File: config.mk
export PLATFORM = sky130hd
export DESIGN_NAME = fetch_stage
export DESIGN_NICKNAME = d
export VERILOG_FILES = /design/src/rtl/cpu_pkg.sv /design/src/rtl/fetch_stage_if_id_reg.sv /design/src/rtl/fetch_stage.sv
export SDC_FILE = /design/constraint.sdc
export NUM_CORES = 1
export LEC_CHECK = 0
export ABC_AREA = 1
export CAP_MARGIN = 40
export CORE_UTILIZATION = 52
export DETAILED_ROUTE_END_ITERATION = 10
export HOLD_SLACK_MARGIN = 0.1
export PLACE_DENSITY = 0.78
export SYNTH_ARGS = -nofsm -noshare
export SYNTH_HDL_FRONTEND = slang
export SYNTH_SLANG_ARGS = --single-unit
File: constraint.sdc
create_clock -name clk -period 1.9 [get_ports clk]
set_clock_uncertainty 0.2 [all_clocks]
set_input_delay 0.475 -clock clk [delete_from_list [all_inputs] [get_ports clk]]
set_output_delay 0.475 -clock clk [all_outputs]
set_load 0.1 [all_outputs]
File: src/rtl/cpu_pkg.sv
// Shared definitions for the 16-bit pipelined processor.
// Instruction field widths/positions and the fetch FSM state encoding.
package cpu_pkg;

    localparam int INSTR_W  = 16;
    localparam int OPCODE_W = 4;
    localparam int REG_W    = 3;
    localparam int FUNC_W   = 3;
    localparam int IMM_W    = 6;
    localparam int OFFSET_W = 9;

    localparam int OPC_LSB  = 12;
    localparam int RD_LSB   = 9;
    localparam int RS_LSB   = 6;
    localparam int RT_LSB   = 3;
    localparam int FUNC_LSB = 0;
    localparam int IMM_LSB  = 0;
    localparam int OFF_LSB  = 3;

    typedef enum logic [0:0] {
        S_REQ  = 1'b0,
        S_HOLD = 1'b1
    } fetch_state_e;

endpackage

File: src/rtl/fetch_stage_if_id_reg.sv
// Valid/instr/pc pipeline register with load, hold and flush controls.
// Ports: clk, rst_n, i_load, i_flush, i_instr, i_pc -> o_valid, o_instr, o_pc.
module if_id_reg
    import cpu_pkg::*;
#(
    parameter int PC_W = 16
) (
    input  logic               clk,
    input  logic               rst_n,
    input  logic               i_load,
    input  logic               i_flush,
    input  logic [INSTR_W-1:0] i_instr,
    input  logic [PC_W-1:0]    i_pc,
    output logic               o_valid,
    output logic [INSTR_W-1:0] o_instr,
    output logic [PC_W-1:0]    o_pc
);

    logic               r_valid;
    logic [INSTR_W-1:0] r_instr;
    logic [PC_W-1:0]    r_pc;

    // Flush only drops valid; stale payload is harmless.
    always_ff @(posedge clk or negedge rst_n) begin
        if (!rst_n) begin
            r_valid <= 1'b0;
            r_instr <= '0;
            r_pc    <= '0;
        end else if (i_flush) begin
            r_valid <= 1'b0;
        end else if (i_load) begin
            r_valid <= 1'b1;
            r_instr <= i_instr;
            r_pc    <= i_pc;
        end
    end

    assign o_valid = r_valid;
    assign o_instr = r_instr;
    assign o_pc    = r_pc;

endmodule

File: src/rtl/fetch_stage.sv
// IF stage: owns the PC, fetches over req/ack, holds IF/ID plus a skid slot.
// Ports: imem req/addr/ack/rdata, stall, redirect, IF/ID outputs and fields.
module fetch_stage
    import cpu_pkg::*;
#(
    parameter int             PC_W     = 16,
    parameter logic [PC_W-1:0] RESET_PC = '0
) (
    input  logic                clk,
    input  logic                reset_n,
    output logic                imem_req,
    output logic [PC_W-1:0]     imem_addr,
    input  logic                imem_ack,
    input  logic [INSTR_W-1:0]  imem_rdata,
    input  logic                stall,
    input  logic                redirect_valid,
    input  logic [PC_W-1:0]     redirect_pc,
    output logic                if_id_valid,
    output logic [INSTR_W-1:0]  if_id_instr,
    output logic [PC_W-1:0]     if_id_pc,
    output logic [OPCODE_W-1:0] opcode,
    output logic [REG_W-1:0]    rd,
    output logic [REG_W-1:0]    rs,
    output logic [REG_W-1:0]    rt,
    output logic [FUNC_W-1:0]   func,
    output logic [IMM_W-1:0]    imm,
    output logic [OFFSET_W-1:0] offset
);

    localparam logic [PC_W-1:0] PC_ONE = {{(PC_W-1){1'b0}}, 1'b1};

    fetch_state_e    r_state;
    logic [PC_W-1:0] r_pc;
    logic [PC_W-1:0] r_req_addr;
    logic            r_req;
    logic            r_discard;

    fetch_state_e    w_state_d;
    logic [PC_W-1:0] w_pc_d;
    logic [PC_W-1:0] w_addr_d;
    logic            w_req_d;
    logic            w_discard_d;

    logic               w_ack;
    logic               w_ifid_load;
    logic               w_ifid_flush;
    logic [INSTR_W-1:0] w_ifid_instr;
    logic [PC_W-1:0]    w_ifid_pc;
    logic               w_skid_load;
    logic               w_skid_flush;
    logic               w_skid_valid;
    logic [INSTR_W-1:0] w_skid_instr;
    logic [PC_W-1:0]    w_skid_pc;

    // An ack only counts while our request is outstanding.
    assign w_ack = imem_ack & r_req;

    always_comb begin
        w_state_d    = r_state;
        w_pc_d       = r_pc;
        w_addr_d     = r_req_addr;
        w_req_d      = r_req;
        w_discard_d  = r_discard;
        w_ifid_load  = 1'b0;
        w_ifid_flush = 1'b0;
        w_ifid_instr = imem_rdata;
        w_ifid_pc    = r_req_addr;
        w_skid_load  = 1'b0;
        w_skid_flush = 1'b0;

        if (redirect_valid) begin
            w_pc_d       = redirect_pc;
            w_state_d    = S_REQ;
            w_ifid_flush = 1'b1;
            w_skid_flush = 1'b1;
            if (r_req && !imem_ack) begin
                // Keep the address stable; drop its response later.
                w_discard_d = 1'b1;
            end else begin
                w_req_d     = 1'b1;
                w_addr_d    = redirect_pc;
                w_discard_d = 1'b0;
            end
        end else begin
            unique case (r_state)
                S_REQ: begin
                    // Decode consumed IF/ID and nothing new arrived.
                    w_ifid_flush = !stall;
                    if (!r_req) begin
                        w_req_d  = 1'b1;
                        w_addr_d = r_pc;
                    end else if (w_ack) begin
                        if (r_discard) begin
                            w_discard_d = 1'b0;
                            w_addr_d    = r_pc;
                        end else if (!stall || !if_id_valid) begin
                            w_ifid_flush = 1'b0;
                            w_ifid_load  = 1'b1;
                            w_pc_d       = r_req_addr + PC_ONE;
                            w_addr_d     = r_req_addr + PC_ONE;
                        end else begin
                            w_skid_load = 1'b1;
                            w_req_d     = 1'b0;
                            w_state_d   = S_HOLD;
                        end
                    end
                end
                S_HOLD: begin
                    if (!stall) begin
                        w_ifid_load  = w_skid_valid;
                        w_ifid_instr = w_skid_instr;
                        w_ifid_pc    = w_skid_pc;
                        w_skid_flush = 1'b1;
                        w_pc_d       = w_skid_pc + PC_ONE;
                        w_addr_d     = w_skid_pc + PC_ONE;
                        w_req_d      = 1'b1;
                        w_state_d    = S_REQ;
                    end
                end
            endcase
        end
    end

    always_ff @(posedge clk or negedge reset_n) begin
        if (!reset_n) begin
            r_state    <= S_REQ;
            r_pc       <= RESET_PC;
            r_req_addr <= RESET_PC;
            r_req      <= 1'b0;
            r_discard  <= 1'b0;
        end else begin
            r_state    <= w_state_d;
            r_pc       <= w_pc_d;
            r_req_addr <= w_addr_d;
            r_req      <= w_req_d;
            r_discard  <= w_discard_d;
        end
    end

    if_id_reg #(.PC_W(PC_W)) u_if_id (
        .clk     (clk),
        .rst_n   (reset_n),
        .i_load  (w_ifid_load),
        .i_flush (w_ifid_flush),
        .i_instr (w_ifid_instr),
        .i_pc    (w_ifid_pc),
        .o_valid (if_id_valid),
        .o_instr (if_id_instr),
        .o_pc    (if_id_pc)
    );

    if_id_reg #(.PC_W(PC_W)) u_skid (
        .clk     (clk),
        .rst_n   (reset_n),
        .i_load  (w_skid_load),
        .i_flush (w_skid_flush),
        .i_instr (imem_rdata),
        .i_pc    (r_req_addr),
        .o_valid (w_skid_valid),
        .o_instr (w_skid_instr),
        .o_pc    (w_skid_pc)
    );

    assign imem_req  = r_req;
    assign imem_addr = r_req_addr;

    assign opcode = if_id_instr[OPC_LSB  +: OPCODE_W];
    assign rd     = if_id_instr[RD_LSB   +: REG_W];
    assign rs     = if_id_instr[RS_LSB   +: REG_W];
    assign rt     = if_id_instr[RT_LSB   +: REG_W];
    assign func   = if_id_instr[FUNC_LSB +: FUNC_W];
    assign imm    = if_id_instr[IMM_LSB  +: IMM_W];
    assign offset = if_id_instr[OFF_LSB  +: OFFSET_W];

endmodule

Word level (Yosys, flattened, before mapping) --
Index checks and enable logic that the tools add are counted.
Word-level totals: word-level logic and storage cells 101, input port bits 37, flip-flop bits (word level) 101, output and inout bits 81
Operators by class: add/sub/neg operators 2, eq/ne operators 9, reduce and logical (&&, ||, !) cells 15, bitwise logic cells 4, multiplexer cells 60
Operators by type and width (count):
- two-way mux 16 bit | 17
- case mux 16 bit (2 select lines) | 2
- two-way mux 1 bit | 38
- adder 16 x 1 -> 16 bit, second input constant | 2
- != test 3 bit, second input constant | 5
- nonzero test 2 bit | 4
- case mux 1 bit (2 select lines) | 3
- AND reduction 2 bit | 3
- != test 5 bit, second input constant | 1
- AND reduction 5 bit | 1
- != test 2 bit, second input constant | 2
- != test 4 bit, second input constant | 1
- AND reduction 4 bit | 1
- logical NOT 1 bit | 3
- inverter 1 bit | 3
- AND reduction 3 bit | 1
- bitwise AND 1 bit | 1
- logical AND 1 bit | 1
- logical OR 1 bit | 1

Depth between registers and ports, before layout --
Gate-level depths: netlist (run 1).
depth in word-level cells 10, mapped depth 12, gate-level depth less buffers 11

Hierarchy --
From an unflattened synthesis (run 1), not the netlist that was laid out.
Second synthesis, totals: cells, all modules 871, area, all modules 6044.5 µm²
Modules (own cells, without submodules):
- fetch_stage | area an instance 3382.0 µm², sequential area each 875.8 µm², instances 1, cells each 585
- if_id_reg | area an instance 1331.3 µm², sequential area each 825.8 µm², instances 2, cells each 143

Worst setup path after synthesis (run 1) --
No wires, ideal clock.
path kind register to register, start point reg r_req_addr[0], in the netlist imem_addr[0], end point reg r_req_addr[14], in the netlist imem_addr[14], stages on the path, launching flop included 11, setup slack -0.565 ns, period minus slack after synthesis 2.465 ns, required time 1.580 ns, library setup time 0.120 ns, arrival 2.145 ns, path buffers 0, cell sequence dfrtp_1 > ha_1 > nand3_1 > nor2_2 > nand3_1 > nand2_1 > nand2_1 > o21ai_1 > nand3_1 > nand2_1 > nand2_1
Between the ends: longest elaborated chain between the ends 7
Ends and longest elaborated chain:
- start: declaration | RTL line fetch_stage.sv:34 | logic [PC_W-1:0] r_req_addr;
- start signal: assignment | RTL line fetch_stage.sv:134 | r_req_addr <= w_addr_d;
- adder 16 x 1 -> 16 bit | RTL line fetch_stage.sv:100 | w_addr_d = r_req_addr + PC_ONE;
- two-way mux 16 bit | RTL line fetch_stage.sv:96 | end else if (!stall || !if_id_valid) begin
- two-way mux 16 bit | RTL line fetch_stage.sv:93 | if (r_discard) begin
- two-way mux 16 bit | RTL line fetch_stage.sv:92 | end else if (w_ack) begin
- two-way mux 16 bit | RTL line fetch_stage.sv:89 | if (!r_req) begin
- case mux 16 bit (2 select lines) | RTL line fetch_stage.sv:85 | unique case (r_state)
- two-way mux 16 bit | RTL line fetch_stage.sv:71 | if (redirect_valid) begin
Every way passes these cells. The select of a mux whose other input is x is not followed. A chain may end at the register's enable or synchronous reset.

Worst setup path in the final report (run 1) --
start point reg r_req_addr[0], in the netlist imem_addr[0], end point out imem_addr[0]
RTL lines:
- end: declaration | RTL line fetch_stage.sv:12 | output logic [PC_W-1:0] imem_addr,
No word-level cell between the ends.

==> results.cfg, run 1 <==
[worst_setup_path]
r2r-end = imem_addr[12]
r2r_slack_ps = 30
critical-path-slowest-cell = dfrtp_4
worstPathArrival_ps = 1270
cpPeakStageDelay_ps = 500
cp.required_ps = 1220
cp-start-kind = register
cpMostUsedCell = buf_6
critPathBufInv = 3
crit_path_cell_trace = buf_6, buf_6, buf_12
end_kind = output pin
worst-r2r-cell-count = 11
cp_top_family = flip-flops
worstSetupPathType = reg2out
cp_max_fo = 3
r2r-start = imem_addr[0]

[floorplan]
die_area_sq_um = 11500
dieHeight_um = 107
fp-row-count = 38
boundaryPins = 118
core_sq_um = 10800
chipWidth_um = 107
initial_core_util_pct = 53.3

[synthesis]
ys_seq_area_share_pct = 43.8
synth_common_cells = nand2_1 (237), dfrtp_1 (101), nor2_1 (97)
synth_cell_types = 33
yosysTopAreaCell = dfrtp_1
avgSynthCellArea_sq_um = 7.23
synth_most_common_cell = nand2_1
synth_cells = 799
syn_area_sq_um = 5780
synth_warnings = 0
ys_ff_latch = 101
synth-main-ff-cell = dfrtp_1
synthArstFlopShare_pct = 100
synthTopCellsByArea = dfrtp_1 (44%), nand2_1 (15%), o21ai_0 (6.8%)
syn_nets = 838
synth_edf_count = 0
yosysTopAreaCellShare_pct = 43.8

[drt]
ant_nets = 0
drtIter0Drc = 457
drcViolationCount = 0
wl_um = 17400
via_per_inst = 5.48
wire_per_inst_um = 16.2
dr_total_vias = 5871
drt_pass1_iterations = 5

[clock_tree]
cts_max_path_buffers = 2
cts_tree = yes
htree_levels = 3
clk_latency_ps = 380
numCtsBuffers = 9
cts.sinks = 101
root_buffer = clkbuf_8
clk_pin_slew_ps = 110

[global_routing]
grt_usage_pct = 30.9
grt_overflow_total = 0
grt_max_degree = 41
grt_antenna_before_repair = 0
grt_pass1_wl_um = 27500
grt_pass1_vias = 5475

[placement]
numPortBuffers = 117
placed_area_sq_um = 8050
place_ws_ps = -444
gp_congestion = 0.935
hpwl_um = 12900

[sta]
setup_viol = 1
timing.slew.headroom_pct = 76.8
slew_violations = 0
tightest_slew_ps = 348
finalHoldWorstSlack_ps = 296
setup_slack_ps = -41.0
hold_viol = 0
rsz0062_at_grt = yes
finalCriticalPeriod_ps = 1940
timing.fmax_mhz = 515
fin_crit_sh_pct = 102

[pwr]
power_leakage_nw = 4.13
ir_drop_v = 0.00122
power.density_nw_per_um2 = 1530

[min_path]
worstHoldStart = r_pc[8]
worstHoldPathType = reg2reg
worstHoldPathCells = 2
min_to = r_pc[8]

[layout]
seqCellArea_sq_um = 2580
fin_area_sq_um = 8560
fillers = 706
drive_gt1_share_pct = 27.1
antenna_cells = 0
area_growth_pct = 48.2
nets = 965
multi_input_area_sq_um = 2710

[status]
outcome = finished, violations left
violations = setup timing

[flow_run]
cap_viol_max_count = 0
==> worst max path at each step <==
stage | from | end | slack, ps | cells after the start
final | imem_addr[0] | imem_addr[0] | -40 | 3
after global routing | imem_addr[0] | imem_addr[0] | -60 | 3
after CTS | imem_addr[0] | imem_addr[0] | -30 | 3
after detailed placement | redirect_valid | u_skid.o_instr[2] | -440 | 8
after global placement | redirect_valid | u_skid.o_instr[15] | -360 | 8
after floorplan | imem_addr[0] | imem_addr[14] | -4 | 10
==> flip-flops by register name, summed over array words and instances (netlist names) <==
| name | flops |
|---|---|
| u_if_id.o_instr | 16 |
| r_pc | 16 |
| imem_addr | 16 |
| u_if_id.o_valid | 1 |
| u_skid.o_instr | 16 |
| r_state | 1 |
| u_skid.o_valid | 1 |
| r_discard | 1 |
| imem_req | 1 |
| u_skid.o_pc | 16 |
| u_if_id.o_pc | 16 |
==> through the flow <==
step	cells	total power, W	setup TNS [ps]	util (%)
floorplan	799	0.00852	-3.75	-
global placement	1041	0.0113	-26990	74.2
detailed placement	1041	0.0115	-31530	74.2
CTS	1062	0.0129	-31.4	76.8
global route	1071	0.0136	-178	78.9
finish	1071	0.0131	-41.0	78.9
==> power by group <==
| group | internal, W | switching (W) |
|---|---|---|
| Combinational | 0.00282 | 0.00524 |
| Clock | 0.000538 | 0.000831 |
| Sequential | 0.00283 | 0.000838 |
==> layout by cell type, fill, tap and decap left out, drive strengths merged <==
master and n:
dlygate4sd3 1, nand3 38, nand4 9, a211oi 2, o31ai 1, nand3b 1, clkinv 1, or2 1
a22oi 5, o211ai 1, a31oi 20, ha 2, clkbuf 10, nand2 239, nor3 3, buf 148
a21boi 1, o21ai 107, inv 78, clkinvlp 2, nor2 104, clkdlybuf4s50 33, dlymetal6s2s 2, a21oi 13
dfrtp 101, xor2 8
==> what timing repair did <==
item	CTS	global route
buffers inserted	4	9
endpoints found under the hold margin	86	0
hold buffers	1	0
pin swaps	3	20
gates resized for setup	14	53
endpoints found under the setup margin	17	82
==> worst min-delay path, stage by stage, from the launching register on <==
cell     delay, ps
dfrtp_1        360
o21ai_1         70
inv_1           40
==> cell families after synthesis <==
family          Yosys count  synth area share [%]
compound gates          150                  14.1
flops                   101                  43.8
buf+inv                 143                  12.6
simple gates            395                  27.9
fa+ha+maj                 2                 0.433
xor+xnor                  8                  1.21
==> layer usage <==
layer / routed length (um) / global-route usage (%)
met5: 0 / 0
met4: 303 / 10.4
met3: 1230 / 4.42
met2: 8380 / 50.9
met1: 7460 / 42.0
==> final cells by class <==
cell class | instances | share of cell area, %
timing repair buffer | 184 | 30.5
clock inverter | 6 | 0.643
inverter | 75 | 3.41
sequential | 101 | 30.2
multi-input combinational | 555 | 31.6
tap | 140 | 2.05
clock buffer | 10 | 1.61
Note: power is estimated with default switching activity, not from simulation.
==> inputs of run 2 (changes only) <==
CORE_ASPECT_RATIO = 1.1   (was default)
CORE_UTILIZATION = 24   (was 52)
PLACE_DENSITY = 0.4   (was 0.78)
SYNTH_HIERARCHICAL = 1   (was default)
==> run 2 against run 1 <==
The run now ends clean. Synthesized cell count grew 9.0%. Non-clock buffer count grew 24. Critical path depth shrank 1. Highest routed layer unchanged. Sequential share of layout area shrank 2.0 points. First-iteration DRC count shrank 29%. Largest cell class unchanged. Sequential cell count is the same. Final cell count grew 24%. Area after synthesis grew 4.7%. Largest power group unchanged. Via count grew 0.32%. Sequential power shrank 14%. Global-route usage shrank 14 points. Critical path type unchanged. Worst hold slack lost 22 ps.
==> results.cfg, run 2 <==
[layout]
multi_input_area_sq_um = 2920
fin_util_pct = 37.4
fillers = 2587
drive_gt1_share_pct = 25.6
seqCellArea_sq_um = 2590
antenna_cells = 0
fin_area_sq_um = 9200
area_growth_pct = 52.2
mostFrequentLayoutCell = nand2_1
layout_common_cells = nand2_1 (318), nand3_1 (93), buf_12 (89)
nets = 1057

[clock_tree]
root_buffer = clkbuf_16
cts_max_path_buffers = 2
numCtsBuffers = 9
cts_tree = yes
htree_levels = 3
clk_pin_slew_ps = 70
clk_latency_ps = 360
cts.sinks = 101

[worst_setup_path]
worstSetupPathType = reg2out
cp_max_fo = 4
critPathBufInv = 2
cp-start-kind = register
crit_path_cell_trace = buf_4, buf_12
end_kind = output pin
cp_top_family = flip-flops
cp.required_ps = 1220
cpPeakStageDelay_ps = 520
r2r_slack_ps = 90
critical-path-slowest-cell = dfrtp_4
worstPathArrival_ps = 1200

[synthesis]
ys_ff_latch = 101
ys_seq_area_share_pct = 41.8
yosysTopAreaCell = dfrtp_1
synth_edf_count = 0
synthArstFlopShare_pct = 100
synth_cell_types = 32
synth_warnings = 6
synth_common_cells = nand2_1 (324), dfrtp_1 (101), nand3_1 (98)
synth_cells = 871
yosysTopAreaCellShare_pct = 41.8
synth-main-ff-cell = dfrtp_1
syn_area_sq_um = 6040
avgSynthCellArea_sq_um = 6.94
synth_most_common_cell = nand2_1
synthTopCellsByArea = dfrtp_1 (42%), nand2_1 (20%), nand3_1 (8.1%)
syn_nets = 910

[floorplan]
dieHeight_um = 168
fp-row-count = 60
core_sq_um = 24600
boundaryPins = 118
die_area_sq_um = 25800
initial_core_util_pct = 24.5
chipWidth_um = 153

[drt]
wl_um = 20300
wire_per_inst_um = 15.2
drtIter0Drc = 323
dr_total_vias = 5890
drcViolationCount = 0
drt_pass1_iterations = 6
via_per_inst = 4.42
ant_nets = 0

[global_routing]
grt_pass1_wl_um = 33000
grt_antenna_before_repair = 0
grt_overflow_total = 0
grt_max_degree = 34
grt_usage_pct = 16.5
grt_pass1_vias = 5862

[sta]
fin_crit_sh_pct = 98.6
tightest_slew_ps = 356
hold_viol = 0
finalCriticalPeriod_ps = 1870
fin_tns_setup_ps = 0
timing.slew.headroom_pct = 76.0
slew_violations = 0
rsz0062_at_grt = yes
setup_viol = 0
timing.fmax_mhz = 534

[status]
outcome = finished, final reports clean

[placement]
placed_area_sq_um = 8710
hpwl_um = 15100
gp_congestion = 0.820
numPortBuffers = 117

[pwr]
netSwitchingFraction_pct = 49.6
clkPwrFrac_pct = 16.1
combPwrFrac_pct = 56.3
ir_drop_v = 0.000637
power.density_nw_per_um2 = 1250
power.share.sequential_pct = 27.5
power_leakage_nw = 4.52
p_sw_w = 0.00569
p_int_w = 0.00577

[min_path]
worstHoldPathType = reg2reg

[flow_run]
cap_viol_max_count = 0
==> run 2: changes by cell type after synthesis, sizes merged, moves of 2 or more <==
cell,change
a31oi,-12
buf,+5
xor2,-2
o21ai,-57
inv,-13
o211ai,+4
nor2,-7
nand2,+89
nand3,+60
a21oi,+8
a22oi,-3
==> run 2: through the flow <==
stage | hold WS [ps] | cells | worst slack, ps | power, W
4_1_cts | 277 | 1328 | 2.56 | 0.0115
5_1_grt | 300 | 1333 | -30.6 | 0.0120
2_1_floorplan | -20.6 | 871 | -51.1 | 0.00719
3_3_place_gp | 186 | 1305 | -614 | 0.00962
6_report | 274 | 1333 | 26.3 | 0.0115
3_5_place_dp | 182 | 1305 | -622 | 0.00962
==> run 2: final timing paths <==
| kind | from | to | cells after the start |
|---|---|---|---|
| max | imem_addr[3] | imem_addr[3] | 2 |
| min | u_skid/o_instr[2] | u_skid/o_instr[2] | 2 |
| max reg2reg | r_state | imem_addr[9] | 9 |
| max in group asynchronous | reset_n | u_if_id/o_instr[0] | 3 |
| min in group asynchronous | reset_n | r_pc[2] | 2 |
| min reg2reg | u_skid/o_instr[2] | u_skid/o_instr[2] | 2 |
==> run 2: power by group through the flow <==
stage / sequential (W) / combinational [W] / clock (W)
detailed placement: 0.00323 / 0.00639 / 0
finish: 0.00315 / 0.00645 / 0.00185
floorplan: 0.00479 / 0.00240 / 0
global placement: 0.00322 / 0.00640 / 0
CTS: 0.00317 / 0.00645 / 0.00193
global route: 0.00323 / 0.00672 / 0.00200
==> run 2: worst register-to-register path: stages (launching register included) <==
cell and delay [ps]:
dfrtp_1 440, inv_2 110, nor2_4 40, buf_4 130
o21ai_1 140, nand2_2 90, buf_4 200, nor2_1 100
nand3_1 90, and2_1 150
==> run 2: layout make-up <==
type                    instances  area share (%)
well taps                     310            4.22
multi-input cells             635            31.7
clock inverters                 5           0.435
clock buffers                  11            2.64
repair buffers                208            30.1
flip-flops and latches        101            28.2
inverters                      63            2.67
==> run 2: cells by family (layout without fill, tap and decap cells) <==
family / Yosys count / in the layout / share of synthesized area, %
DFF: 101 / 101 / 41.8
buffers and inverters: 135 / 287 / 12.3
and+or+nand+nor: 537 / 537 / 36.5
adders and majority gates: 2 / 2 / 0.414
xor gates and xnor gates: 7 / 7 / 1.01
AOI/OAI and AO/OA: 89 / 89 / 7.95
==> run 2: timing repair <==
action                                  CTS  global route
endpoints found under the setup margin  101            78
pin swaps                                 1             8
endpoints found under the hold margin    54             0
hold buffers                              1             0
resized for setup                        10            32
setup buffers                             6             5
==> run 2: routing by layer <==
metal | wire [um] | GRT usage, %
met2 | 9050 | 26.3
met5 | 0 | 0
met4 | 300 | 5.05
met1 | 10300 | 23.2
met3 | 640 | 1.78
